$ cat src/rtl/conv_window_feeder_if.sv
// -----------------------------------------------------------------------------
// conv_window_feeder_if
//   Bundles the pixel-stream input and the 3x3 window output of the window
//   feeder into one interface.
//
//   Handshake: a beat transfers on a rising clk edge where valid && ready are
//   both high. The sender holds valid and data stable until the transfer happens.
//   ready may depend combinationally on the receiver's state.
//
//   Signals
//     s_valid   pixel source -> feeder   pixel valid
//     s_ready   feeder -> pixel source   feeder can accept a pixel
//     s_data    pixel source -> feeder   pixel, raster order
//     m_valid   feeder -> conv_block     window valid
//     m_ready   conv_block -> feeder     window accepted
//     m_window  feeder -> conv_block     packed 3x3 window
//     m_last    feeder -> conv_block     final window of the frame
//
//   Modports
//     master : the feeder, which produces the window stream
//     slave  : the environment (pixel source plus window sink)
// -----------------------------------------------------------------------------
interface conv_window_feeder_if #(
    parameter int DATA_WIDTH = 8
);
    logic                    s_valid;
    logic                    s_ready;
    logic [DATA_WIDTH-1:0]   s_data;
    logic                    m_valid;
    logic                    m_ready;
    logic [9*DATA_WIDTH-1:0] m_window;
    logic                    m_last;

    modport master (
        input  s_valid, s_data, m_ready,
        output s_ready, m_valid, m_window, m_last
    );

    modport slave (
        output s_valid, s_data, m_ready,
        input  s_ready, m_valid, m_window, m_last
    );
endinterface

$ cat src/rtl/conv_window_feeder.sv
// -----------------------------------------------------------------------------
// conv_window_feeder
//   Turns a raster-order pixel stream into one packed 3x3 window per valid
//   output position. Two line buffers hold the previous two image lines. A
//   3x3 shift register holds the last three columns of the window.
//
//   Ports
//     clk        rising-edge clock
//     rst_n      asynchronous active-low reset
//     bus        conv_window_feeder_if.master
//                (s_valid/s_ready/s_data in, m_valid/m_ready/m_window/m_last out)
//     s_sof_i    (FRAME_SYNC_EN only) start-of-frame marker for the pixel
//     sof_err_o  (FRAME_SYNC_EN only) one-cycle pulse: SOF arrived while the
//                counters were not at (0,0)
//
//   Window packing:
//     m_window[DATA_WIDTH*(3*r+c) +: DATA_WIDTH] = pixel(row-2+r, col-2+c)
//
//   Optional feature macro: FRAME_SYNC_EN (adds s_sof_i / sof_err_o).
// -----------------------------------------------------------------------------
module conv_window_feeder #(
    parameter int IMAGE_WIDTH = 14,
    parameter int IMAGE_HIGHT = 14,
    parameter int DATA_WIDTH  = 8
) (
    input  logic clk,
    input  logic rst_n,
`ifdef FRAME_SYNC_EN
    input  logic s_sof_i,
    output logic sof_err_o,
`endif
    conv_window_feeder_if.master bus
);
    localparam int OUTPUT_WIDTH = IMAGE_WIDTH - 3 + 1;
    localparam int OUTPUT_HIGHT = IMAGE_HIGHT - 3 + 1;
    localparam int COL_W        = $clog2(IMAGE_WIDTH);
    localparam int ROW_W        = $clog2(IMAGE_HIGHT);

    localparam logic [COL_W-1:0] COL_LAST      = COL_W'(IMAGE_WIDTH - 1);
    localparam logic [ROW_W-1:0] ROW_LAST      = ROW_W'(IMAGE_HIGHT - 1);
    // First column/row whose pixel completes a window (2 for a 3x3 kernel).
    localparam logic [COL_W-1:0] COL_FIRST_OUT = COL_W'(IMAGE_WIDTH - OUTPUT_WIDTH);
    localparam logic [ROW_W-1:0] ROW_FIRST_OUT = ROW_W'(IMAGE_HIGHT - OUTPUT_HIGHT);

    typedef logic [DATA_WIDTH-1:0] pix_t;

    // Line buffers and the shift window are never reset. A window is emitted
    // only after all of its nine entries have been overwritten in the current frame.
    pix_t linebuf0_q [IMAGE_WIDTH];   // row r-1
    pix_t linebuf1_q [IMAGE_WIDTH];   // row r-2
    pix_t win_q      [3][3];
    pix_t win_d      [3][3];

    logic [COL_W-1:0]        col_q, col_d, pos_col;
    logic [ROW_W-1:0]        row_q, row_d, pos_row;
    logic                    m_valid_q, m_valid_d;
    logic                    m_last_q, m_last_d;
    logic [9*DATA_WIDTH-1:0] m_window_q, m_window_d, win_packed;
    logic                    sof_err_q, sof_err_d;
    logic                    s_ready, accept, emit, sof;

`ifdef FRAME_SYNC_EN
    assign sof       = s_sof_i;
    assign sof_err_o = sof_err_q;
`else
    assign sof       = 1'b0;
`endif

    // Accept a new pixel when the output slot is empty or is being drained
    // in this same cycle. This keeps full throughput at 1 pixel/cycle.
    assign s_ready      = !m_valid_q || bus.m_ready;
    assign accept       = bus.s_valid && s_ready;
    assign bus.s_ready  = s_ready;
    assign bus.m_valid  = m_valid_q;
    assign bus.m_window = m_window_q;
    assign bus.m_last   = m_last_q;

    // Position of the pixel being accepted. A SOF pixel is forced to (0,0).
    always_comb begin
        pos_col = sof ? '0 : col_q;
        pos_row = sof ? '0 : row_q;
    end

    assign emit = accept && (pos_col >= COL_FIRST_OUT) && (pos_row >= ROW_FIRST_OUT);

    // Shift the window one column left. The new right-hand column is
    // {row-2, row-1, current} from top to bottom.
    always_comb begin
        for (int r = 0; r < 3; r++) begin
            win_d[r][0] = win_q[r][1];
            win_d[r][1] = win_q[r][2];
        end
        win_d[0][2] = linebuf1_q[pos_col];
        win_d[1][2] = linebuf0_q[pos_col];
        win_d[2][2] = bus.s_data;
    end

    always_comb begin
        win_packed = '0;
        for (int r = 0; r < 3; r++) begin
            for (int c = 0; c < 3; c++) begin
                win_packed[DATA_WIDTH*(3*r+c) +: DATA_WIDTH] = win_d[r][c];
            end
        end
    end

    always_comb begin
        col_d      = col_q;
        row_d      = row_q;
        m_valid_d  = m_valid_q;
        m_last_d   = m_last_q;
        m_window_d = m_window_q;
        sof_err_d  = accept && sof && ((col_q != '0) || (row_q != '0));

        if (accept) begin
            if (pos_col == COL_LAST) begin
                col_d = '0;
                row_d = (pos_row == ROW_LAST) ? '0 : pos_row + 1'b1;
            end else begin
                col_d = pos_col + 1'b1;
                row_d = pos_row;
            end
        end

        // The accept condition already implies that the old window is gone (or
        // is leaving now). The output slot therefore takes exactly what this
        // pixel produces.
        if (accept) begin
            m_valid_d = emit;
        end else if (bus.m_ready) begin
            m_valid_d = 1'b0;
        end

        if (emit) begin
            m_window_d = win_packed;
            m_last_d   = (pos_row == ROW_LAST) && (pos_col == COL_LAST);
        end else if (!m_valid_d) begin
            m_last_d = 1'b0;
        end
    end

    always_ff @(posedge clk or negedge rst_n) begin
        if (!rst_n) begin
            col_q      <= '0;
            row_q      <= '0;
            m_valid_q  <= 1'b0;
            m_last_q   <= 1'b0;
            m_window_q <= '0;
            sof_err_q  <= 1'b0;
        end else begin
            col_q      <= col_d;
            row_q      <= row_d;
            m_valid_q  <= m_valid_d;
            m_last_q   <= m_last_d;
            m_window_q <= m_window_d;
            sof_err_q  <= sof_err_d;
        end
    end

    always_ff @(posedge clk) begin
        if (accept) begin
            linebuf1_q[pos_col] <= linebuf0_q[pos_col];
            linebuf0_q[pos_col] <= bus.s_data;
            for (int r = 0; r < 3; r++) begin
                for (int c = 0; c < 3; c++) begin
                    win_q[r][c] <= win_d[r][c];
                end
            end
        end
    end

`ifndef FRAME_SYNC_EN
    // The SOF error register exists only to keep the next-state logic uniform.
    // It has no output in this build.
    logic unused_sof_err;
    assign unused_sof_err = sof_err_q;
`endif
endmodule
$ cat src/flat_wrapper.sv
// flat-port wrapper written by rule: the top's interface ports become plain ports
module conv_window_feeder_flat 
#(
    parameter int IMAGE_WIDTH = 14,
    parameter int IMAGE_HIGHT = 14,
    parameter int DATA_WIDTH  = 8
)
  (clk, rst_n, bus_s_valid, bus_s_data, bus_m_ready, bus_s_ready, bus_m_valid, bus_m_window, bus_m_last);
  conv_window_feeder_if #(.DATA_WIDTH(DATA_WIDTH)) bus_i ();
  input  logic clk;
  input  logic rst_n;
  input wire logic [$bits(bus_i.s_valid)-1:0] bus_s_valid;
  input wire logic [$bits(bus_i.s_data)-1:0] bus_s_data;
  input wire logic [$bits(bus_i.m_ready)-1:0] bus_m_ready;
  output wire logic [$bits(bus_i.s_ready)-1:0] bus_s_ready;
  output wire logic [$bits(bus_i.m_valid)-1:0] bus_m_valid;
  output wire logic [$bits(bus_i.m_window)-1:0] bus_m_window;
  output wire logic [$bits(bus_i.m_last)-1:0] bus_m_last;
  assign bus_i.s_valid = bus_s_valid;
  assign bus_i.s_data = bus_s_data;
  assign bus_i.m_ready = bus_m_ready;
  assign bus_s_ready = bus_i.s_ready;
  assign bus_m_valid = bus_i.m_valid;
  assign bus_m_window = bus_i.m_window;
  assign bus_m_last = bus_i.m_last;
  conv_window_feeder #(.IMAGE_WIDTH(IMAGE_WIDTH), .IMAGE_HIGHT(IMAGE_HIGHT), .DATA_WIDTH(DATA_WIDTH)) u_core (.clk(clk), .rst_n(rst_n), .bus(bus_i));
endmodule
$ cat config.mk
export PLATFORM = sky130hd
export DESIGN_NAME = conv_window_feeder_flat
export DESIGN_NICKNAME = d
export VERILOG_FILES = /design/src/rtl/conv_window_feeder_if.sv /design/src/rtl/conv_window_feeder.sv /design/src/flat_wrapper.sv
export SDC_FILE = /design/constraint.sdc
export NUM_CORES = 1
export LEC_CHECK = 0
export CAP_MARGIN = 15
export CORE_ASPECT_RATIO = 0.5
export CORE_MARGIN = 2
export CORE_UTILIZATION = 53
export DETAILED_ROUTE_END_ITERATION = 8
export PLACE_DENSITY = 0.76
export SLEW_MARGIN = 20
export SYNTH_ARGS = -nofsm -noshare
export SYNTH_HDL_FRONTEND = slang
export SYNTH_SLANG_ARGS = --single-unit
$ cat constraint.sdc
create_clock -name clk -period 2.64 [get_ports clk]
set_clock_uncertainty 0.05 [all_clocks]
set_input_delay 0.528 -clock clk [delete_from_list [all_inputs] [get_ports clk]]
set_output_delay 0.528 -clock clk [all_outputs]
set_load 0.05 [all_outputs]
==> impl_metrics.yaml, run 1 <==
cts:
  clkLatencyLatePin_ps: 550
  clock_sinks: 354
  clockBufferDepth: 3
  clock_tree_from_tritoncts: "yes"
  cts.reportedPaths.clkPinSlew_ps: 70
  cts_buffers: 30
  clock_tree.htree_level_count: 1
  ctsRootBufferMaster: "sky130_fd_sc_hd__clkbuf_16"
hold_path:
  timing.hold.worst.class: "reg2reg"
logic_synthesis:
  synth-edff-count: 272
  synth.avg_cell_area_um2: 19.0
  synth.cell_area_um2: 13500
  syn_inst: 707
  mappedNetlistNets: 719
  async_reset_ff_frac: 0.232
  postSynthRegisterBits: 354
  area_share_of_the_largest_cell_type_after_synthesis: 0.607
  yosys-top-cells-area: "sky130_fd_sc_hd__edfxtp_1 61%, sky130_fd_sc_hd__dfrtp_1 15%, sky130_fd_sc_hd__mux2_1 5.9%, sky130_fd_sc_hd__mux2_2 4.6%, sky130_fd_sc_hd__mux2i_1 3.6%"
  synth_seq_area_share: 0.760
  ys.warnings.count: 0
  synth_ff_type: "sky130_fd_sc_hd__edfxtp_1"
  yosys.cell_types.count: 48
  netlist.top_cell.by_area: "sky130_fd_sc_hd__edfxtp_1"
sta:
  finalWorstSetupSlack_ps: 112
  final_layout_setup_total_negative_slack_ps: 0
  min_period_over_period: 0.958
  tightest_slew_ps: 829
  finalMaxSlewViolations: 0
  rsz0062_at_grt: "false"
  finalHoldViolCount: 0
  period_minus_slack_ps: 2530
  worst_slew_margin_rel: 0.445
  fin_hold_ws_ps: 391
  max_freq_mhz: 396
  setup_viol_count_final: 0
global_route:
  global_route_wire_length_before_repair_mm: 44.0
  grt_antenna_before_repair: 0
  grt_remaining_overflow: 0
  grt_start_max_net_pins: 50
  total_grt_usage: 0.223
  first_global_vias: 7125
power_and_ir_drop:
  power.density_cell_area_nw_per_um2: 1310
  report.power.total_mw: 21.3
  p_leak_nw: 5.95
  ir_drop_uv: 606
critical_path:
  crit_required_ps: 3020
  critPathCaptureType: "flip-flop"
  critical_path_peak_fanout: 29
  critical_path_class: "reg2reg"
  worstSetupStartpointType: "flip-flop"
  worstPathArrival_ps: 2910
run:
  max-cap-violations: 0
final_layout:
  final_non_filler_cell_area_um2: 16300
  final.fill_count: 1615
  area_growth_syn_to_layout_pct: 21.3
  layout.cells.most_common: "sky130_fd_sc_hd__edfxtp_1"
  final_cell_count_no_fill: 1242
  layout.nets: 886
  drive_above_1_share: 0.235
  antennaDiodeCount: 0
  final_util: 0.651
  layout_common_cells: "272 x sky130_fd_sc_hd__edfxtp_1, 84 x sky130_fd_sc_hd__clkdlybuf4s50_1, 80 x sky130_fd_sc_hd__dfrtp_1"
route:
  wire_per_inst_um: 23.9
  residual_drc_count: 0
  drt-pass1-iter-count: 6
  routed-via-count: 7200
  antenna_left: 0
  viasPerCell: 5.80
  drt_wl_total_mm: 29.7
  drt_first_iter_violations: 854
floorplan:
  fp.dieH_um: 117
  core_area_um2: 25100
  die_x_um: 229
  die-area_um2: 26800
  num_rows: 41
  initial_utilization: 0.536
  num_io_pins: 87
status:
  status: "finished clean"
placed_design:
  placement.setup.worst_slack_ps: 69.2
  dp_hpwl_mm: 19.4
  post-place-cells: 1184
  portBuffers: 86
  finalWeightedCongestion: 0.887
  dpl-instance-area_um2: 15400
-- final timing paths --
| check | startpoint | to | slack, ps | cells after the start |
|---|---|---|---|---|
| worst min register to register | u_core.win_q[1][0]$_DFFE_PP_ | u_core.win_q[1][8]$_DFFE_PP_ | 390 | 0 |
| max in group asynchronous | rst_n | u_core.bus.m_window[57]$_DFFE_PN0P_ | 1460 | 3 |
| worst min-delay path | u_core.win_q[1][0]$_DFFE_PP_ | u_core.win_q[1][8]$_DFFE_PP_ | 390 | 0 |
| worst max register to register | u_core.col_q[1]$_DFFE_PN0P_ | u_core.bus.m_window[42]$_DFFE_PN0P_ | 110 | 6 |
| worst max-delay path | u_core.col_q[1]$_DFFE_PN0P_ | u_core.bus.m_window[42]$_DFFE_PN0P_ | 110 | 6 |
| min in group asynchronous | rst_n | u_core.bus.m_window[13]$_DFFE_PN0P_ | 450 | 2 |
-- final cells by class --
class	count	area, um^2	share of cell area
well taps	344	430	0.0264
flip-flops and latches	354	10200	0.626
clock buffers	41	813	0.0498
repair buffers	170	1670	0.102
multi-input cells	311	3040	0.186
inverters	7	31.3	0.00192
clock inverters	15	119	0.00728
-- synthesized netlist by cell type, types with 2 or more instances --
library cell,n
sky130_fd_sc_hd__o22a_1,16
sky130_fd_sc_hd__nor3_1,4
sky130_fd_sc_hd__o21ai_0,3
sky130_fd_sc_hd__nor3b_2,2
sky130_fd_sc_hd__mux2i_1,48
sky130_fd_sc_hd__nor2b_1,2
sky130_fd_sc_hd__inv_1,5
sky130_fd_sc_hd__a221oi_1,3
sky130_fd_sc_hd__buf_2,11
sky130_fd_sc_hd__mux4_2,4
sky130_fd_sc_hd__edfxtp_1,272
sky130_fd_sc_hd__nand3_1,12
sky130_fd_sc_hd__a222oi_1,9
sky130_fd_sc_hd__o211ai_1,6
sky130_fd_sc_hd__or3_1,2
sky130_fd_sc_hd__buf_6,7
sky130_fd_sc_hd__nand2b_1,10
sky130_fd_sc_hd__o221ai_1,4
sky130_fd_sc_hd__mux2_4,8
sky130_fd_sc_hd__buf_4,9
sky130_fd_sc_hd__a22oi_1,9
sky130_fd_sc_hd__buf_1,3
sky130_fd_sc_hd__nor2_1,11
sky130_fd_sc_hd__a32oi_1,3
sky130_fd_sc_hd__mux2_1,71
sky130_fd_sc_hd__a21oi_1,3
sky130_fd_sc_hd__a31oi_1,2
sky130_fd_sc_hd__clkbuf_1,5
sky130_fd_sc_hd__nand2_1,9
sky130_fd_sc_hd__mux2_2,55
sky130_fd_sc_hd__dfrtp_1,82
-- state kept, by name, indices dropped and copies added, names as in the netlist --
signal               count
u_core.bus.m_last        1
u_core.bus.m_valid       1
u_core.bus.m_window     72
u_core.col_q             4
u_core.linebuf0_q      112
u_core.linebuf1_q      112
u_core.pos_row           4
u_core.win_q            48
-- metal layers --
metal,wire length [um],up-vias,global-route usage
met1,12700,3656,0.321
met4,678,0,0.0550
met3,3130,52,0.0571
met5,0,-,0
li1,-,3114,-
met2,13200,378,0.345
-- worst max-delay path: stages (launching register included) --
cell and delay (ps):
sky130_fd_sc_hd__dfrtp_4 590, sky130_fd_sc_hd__buf_12 250, sky130_fd_sc_hd__mux2_2 370, sky130_fd_sc_hd__a22oi_1 390, sky130_fd_sc_hd__nand3_1 230, sky130_fd_sc_hd__buf_4 240
sky130_fd_sc_hd__mux2_2 270
-- cell families after synthesis --
family / count (synthesis) / synth area share
AO/OA/AOI/OAI: 61 / 0.0370
XOR/XNOR: 2 / 0.00130
buffers and inverters: 42 / 0.0192
flip-flops: 354 / 0.760
multiplexers: 186 / 0.157
AND/OR/NAND/NOR: 62 / 0.0262
-- power breakdown --
part           total (mW)  internal (mW)  leakage [nW]  switching, mW
Clock                4.24           2.35         0.461           1.90
Sequential           8.64           7.97          3.52          0.668
Combinational        8.46           3.15          1.97           5.31
-- repair_timing --
item / CTS / global route
endpoints found under the setup margin: 0 / 17
resized for setup: 0 / 1
setup buffers: 0 / 1
hold buffers: 1 / 0
hold endpoints to repair: 35 / 0
No activity file was read; power rests on OpenSTA's default activity.
==> inputs of run 2 (changes only) <==
Settings changed: CORE_UTILIZATION 53 to 55.
Clock period 2.64 ns to 2.74 ns, I/O delays scaled along.
==> run 2 against run 1 <==
  * Setup slack worse by 20 ps
  * Flip-flop and latch count stayed put
  * Critical path type unchanged
  * Highest routed layer unchanged
  * Clock power hardly changed
==> impl_metrics.yaml, run 2 (synthesis gave the netlist of run 1 again) <==
floorplan:
  num_io_pins: 87
  num_rows: 40
  initial_utilization: 0.560
  die-area_um2: 25800
  fp.dieH_um: 115
  die_x_um: 225
  core_area_um2: 24000
final_layout:
  final_non_filler_cell_area_um2: 16200
  layout.cells.most_common: "sky130_fd_sc_hd__edfxtp_1"
  area_growth_syn_to_layout_pct: 20.1
  layout.nets: 875
  antennaDiodeCount: 0
  drive_above_1_share: 0.228
  final_util: 0.673
  layout_common_cells: "272 x sky130_fd_sc_hd__edfxtp_1, 84 x sky130_fd_sc_hd__clkdlybuf4s50_1, 81 x sky130_fd_sc_hd__dfrtp_1"
  area.sequential_um2: 10200
  final.fill_count: 1526
  multiInputGateArea_um2: 3020
status:
  status: "finished clean"
hold_path:
  holdPathEnd: "u_core.win_q[2][14]$_DFFE_PP_"
  holdCritStartpoint: "u_core.win_q[2][6]$_DFFE_PP_"
  timing.hold.worst.class: "reg2reg"
  min_delay_path_depth: 0
route:
  residual_drc_count: 0
  routed-via-count: 6982
  drt-pass1-iter-count: 7
  antenna_left: 0
  wire_per_inst_um: 22.3
  drt_first_iter_violations: 799
  drt_wl_total_mm: 26.8
  viasPerCell: 5.81
sta:
  period_minus_slack_ps: 2650
  final_layout_setup_total_negative_slack_ps: 0
  min_period_over_period: 0.966
  tightest_slew_ps: 830
  worst_slew_margin_rel: 0.445
  rsz0062_at_grt: "false"
  finalHoldViolCount: 0
  fin_hold_ws_ps: 386
  finalMaxSlewViolations: 0
  setup_viol_count_final: 0
  max_freq_mhz: 378
critical_path:
  worst_r2r_startpoint: "u_core.col_q[0]$_DFFE_PN0P_"
  worst_r2r_endpoint: "u_core.bus.m_window[20]$_DFFE_PN0P_"
  worstSetupStartpointType: "flip-flop"
  crit_required_ps: 3120
  worstRegToRegCells: 5
  critPathCaptureType: "flip-flop"
  ff2ff_setup_slack_ps: 90
  critical_path_peak_fanout: 12
  critical_path_class: "reg2reg"
  startpoint: "u_core.col_q[0]$_DFFE_PN0P_"
  worstPathArrival_ps: 3030
cts:
  cts_buffers: 30
  clkLatencyLatePin_ps: 550
  post_cts.resized_instances: 0
  clockBufferDepth: 3
  clock_tree.htree_level_count: 1
  ctsRootBufferMaster: "sky130_fd_sc_hd__clkbuf_16"
  clock_sinks: 354
  cts.reportedPaths.clkPinSlew_ps: 70
  clock_tree_from_tritoncts: "yes"
placed_design:
  finalWeightedCongestion: 0.845
  portBuffers: 86
  dpl-instance-area_um2: 15100
  dp_hpwl_mm: 17.8
power_and_ir_drop:
  power.density_cell_area_nw_per_um2: 1250
  p_leak_nw: 5.90
  ir_drop_uv: 619
  report.power.total_mw: 20.2
global_route:
  grt_start_max_net_pins: 51
  total_grt_usage: 0.213
  grt_remaining_overflow: 0
  global_route_wire_length_before_repair_mm: 41.4
  first_global_vias: 7011
  grt_antenna_before_repair: 0
run:
  max-cap-violations: 0
[run 2: worst max path at each step]
| stage | endpoint | slack [ps] | cells past startpoint |
|---|---|---|---|
| 3_3_place_gp | u_core.linebuf1_q[6][6]$_DFFE_PP_ | -50 | 5 |
| 2_1_floorplan | u_core.linebuf0_q[2][0]$_DFFE_PP_ | -350 | 4 |
| 5_1_grt | u_core.bus.m_window[20]$_DFFE_PN0P_ | 40 | 5 |
| 6_report | u_core.bus.m_window[20]$_DFFE_PN0P_ | 90 | 5 |
| 3_5_place_dp | u_core.linebuf1_q[0][5]$_DFFE_PP_ | 60 | 8 |
| 4_1_cts | u_core.bus.m_window[20]$_DFFE_PN0P_ | 150 | 5 |
[run 2: routing by layer]
metal	part of all wire	GRT usage	up-vias
met4	0.016	0.0419	0
met5	0	0	-
li1	-	-	3085
met2	0.44	0.314	262
met1	0.47	0.334	3599
met3	0.075	0.0421	36
[run 2: cell type report]
type	instances	area share
flip-flops and latches	354	0.633
multi-input cells	311	0.187
repair buffers	159	0.0917
clock buffers	44	0.0554
well taps	315	0.0244
clock inverters	12	0.00728
inverters	7	0.00178
[run 2: critical path: stages, from the launching register on]
cell,delay (ps)
sky130_fd_sc_hd__dfrtp_1,780
sky130_fd_sc_hd__buf_4,260
sky130_fd_sc_hd__mux2_2,330
sky130_fd_sc_hd__a222oi_1,540
sky130_fd_sc_hd__nand3_1,250
sky130_fd_sc_hd__mux2_2,330
[run 2: what timing repair did]
| action | CTS | global route |
|---|---|---|
| hold endpoints to repair | 32 | 0 |
| hold buffers | 1 | 0 |
| buffers inserted | 0 | 0 |
[run 2: power breakdown]
group	internal (mW)	switching, mW	total, mW
registers	7.68	0.640	8.32
logic	2.88	4.78	7.66
clock network	2.46	1.81	4.27
[run 2: through the flow]
step	setup WS, ps	std cells
6_report	92.1	1202
5_1_grt	41.2	1202
4_1_cts	152	1202
3_5_place_dp	61.0	1145
3_3_place_gp	-45.5	1145
2_1_floorplan	-355	707
==> inputs of run 3 (changes only) <==
Settings changed: CAP_MARGIN 15 to 25, CTS_CLUSTER_DIAMETER from default to 150, SETUP_SLACK_MARGIN from default to 0.2.
==> run 3 against run 2 <==
  * Cell count shrank 0.25%
  * Clock-buffer cell count grew 6
  * Via count grew 0.54%
  * Worst hold slack gained 5.6 ps
  * Flip-flop and latch count is the same
  * Global-route usage grew 0.62 points
  * Clock power shrank 2%
  * Combinational power grew 3.9%
  * Wire length grew 3.3%
  * Final area grew 0.14%
  * Sequential power shrank 0.8%
  * Critical endpoint is now u_core.bus.m_window[17]$_DFFE_PN0P_
  * Largest cell class unchanged
==> impl_metrics.yaml, run 3 (synthesis gave the netlist of run 1 again) <==
status:
  status: "finished clean"
cts:
  clock_tree.htree_level_count: 1
  cts_buffers: 30
  clockBufferDepth: 3
  clock_sinks: 354
  clock_tree_from_tritoncts: "yes"
  ctsRootBufferMaster: "sky130_fd_sc_hd__clkbuf_16"
  clkLatencyLatePin_ps: 550
  cts.reportedPaths.clkPinSlew_ps: 70
final_layout:
  final_cell_count_no_fill: 1199
  final_util: 0.674
  area_growth_syn_to_layout_pct: 20.3
  antennaDiodeCount: 0
  layout.cells.most_common: "sky130_fd_sc_hd__edfxtp_1"
  final.fill_count: 1523
  drive_above_1_share: 0.224
  layout_common_cells: "272 x sky130_fd_sc_hd__edfxtp_1, 84 x sky130_fd_sc_hd__clkdlybuf4s50_1, 80 x sky130_fd_sc_hd__dfrtp_1"
  layout.nets: 872
route:
  drt-pass1-iter-count: 8
  viasPerCell: 5.85
  antenna_left: 0
  residual_drc_count: 0
  drt_wl_total_mm: 27.7
  routed-via-count: 7020
  wire_per_inst_um: 23.1
  drt_first_iter_violations: 828
floorplan:
  die_x_um: 225
  fp.dieH_um: 115
  die-area_um2: 25800
  num_rows: 40
  initial_utilization: 0.560
  num_io_pins: 87
  core_area_um2: 24000
critical_path:
  worstPathArrival_ps: 2870
  critical_path_class: "reg2reg"
  worstSetupStartpointType: "flip-flop"
  crit_required_ps: 3130
  critical_path_peak_fanout: 8
  critPathCaptureType: "flip-flop"
sta:
  min_period_over_period: 0.903
  setup_viol_count_final: 0
  tightest_slew_ps: 727
  period_minus_slack_ps: 2480
  finalWorstSetupSlack_ps: 265
  finalMaxSlewViolations: 0
  rsz0062_at_grt: "false"
  max_freq_mhz: 404
  fin_hold_ws_ps: 392
  worst_slew_margin_rel: 0.514
  finalHoldViolCount: 0
  final_layout_setup_total_negative_slack_ps: 0
placed_design:
  portBuffers: 86
  dp_hpwl_mm: 18.2
  placement.setup.worst_slack_ps: 158
  post-place-cells: 1136
  finalWeightedCongestion: 0.808
power_and_ir_drop:
  power.clock.fraction: 0.205
  power.share.combinational: 0.390
  net-switching-power_mw: 7.35
  power.sequential.fraction: 0.405
  cell_internal_pwr_mw: 13.0
  ir_drop_uv: 587
  p_sw_frac: 0.361
  power.density_cell_area_nw_per_um2: 1260
  p_leak_nw: 5.89
global_route:
  first_global_vias: 7091
  total_grt_usage: 0.219
  global_route_wire_length_before_repair_mm: 42.3
  grt_antenna_before_repair: 0
  grt_start_max_net_pins: 51
  grt_remaining_overflow: 0
run:
  max-cap-violations: 0
hold_path:
  timing.hold.worst.class: "reg2reg"
[run 3: changes by cell type in the layout (fill, tap and decap cells not counted), moves of 2 or more]
cell and change:
sky130_fd_sc_hd__buf_4 -10, sky130_fd_sc_hd__buf_12 +7, sky130_fd_sc_hd__clkbuf_1 +6, sky130_fd_sc_hd__clkinv_1 -2, sky130_fd_sc_hd__clkinv_4 -2, sky130_fd_sc_hd__clkinvlp_4 -2
[run 3: cell type report]
cell class	count	area, um^2	area share
tap	315	394	0.0244
clock inverter	6	52.6	0.00325
sequential	354	10200	0.632
clock buffer	50	918	0.0567
multi-input combinational	311	3020	0.186
inverter	7	31.3	0.00193
timing repair buffer	156	1550	0.0956
[run 3: per-layer routing]
metal  up-vias  global-route usage  routed length [um]
met1      3588               0.338               12800
met5         -                   0                   0
li1       3084                   -                   -
met3        41              0.0385                2300
met2       307               0.328               12100
met4         0              0.0543                 513
[run 3: timing repair]
| item | 4_1_cts | 5_1_grt |
|---|---|---|
| hold endpoints to repair | 32 | 0 |
| setup buffers | 5 | 1 |
| resized for setup | 0 | 1 |
| setup endpoints to repair | 1 | 17 |
| hold buffers | 1 | 0 |
| pin swaps | 0 | 2 |
[run 3: worst paths after layout]
path,end,cells past startpoint,slack [ps],start
max reg2reg,u_core.bus.m_window[17]$_DFFE_PN0P_,6,270,u_core.col_q[1]$_DFFE_PN0P_
min in group asynchronous,u_core.bus.m_window[23]$_DFFE_PN0P_,2,450,rst_n
min,u_core.win_q[0][8]$_DFFE_PP_,0,390,u_core.win_q[0][0]$_DFFE_PP_
min reg2reg,u_core.win_q[0][8]$_DFFE_PP_,0,390,u_core.win_q[0][0]$_DFFE_PP_
max in group asynchronous,u_core.bus.m_window[43]$_DFFE_PN0P_,3,1560,rst_n
max,u_core.bus.m_window[17]$_DFFE_PN0P_,6,270,u_core.col_q[1]$_DFFE_PN0P_
[run 3: worst max-delay path, stage by stage (launching register included)]
cell and delay (ps):
sky130_fd_sc_hd__dfrtp_4 510, sky130_fd_sc_hd__buf_12 160, sky130_fd_sc_hd__buf_4 130, sky130_fd_sc_hd__mux2_1 330
sky130_fd_sc_hd__a222oi_1 580, sky130_fd_sc_hd__nand3_1 270, sky130_fd_sc_hd__mux2_2 320
[run 3: through the flow]
| stage | area [um^2] | power, mW |
|---|---|---|
| after floorplan | 13500 | 13.0 |
| after global placement | 15100 | 15.9 |
| after detailed placement | 15100 | 16.1 |
| after CTS | 16200 | 20.4 |
| after global routing | 16200 | 21.1 |
| final | 16200 | 20.4 |
[run 3: power by group through the flow]
stage / sequential [mW] / combinational, mW / clock (mW)
floorplan: 9.94 / 3.06 / 0
global route: 8.37 / 8.31 / 4.44
finish: 8.25 / 7.96 / 4.18
detailed placement: 8.41 / 7.74 / 0
CTS: 8.25 / 7.92 / 4.23
global placement: 8.33 / 7.57 / 0
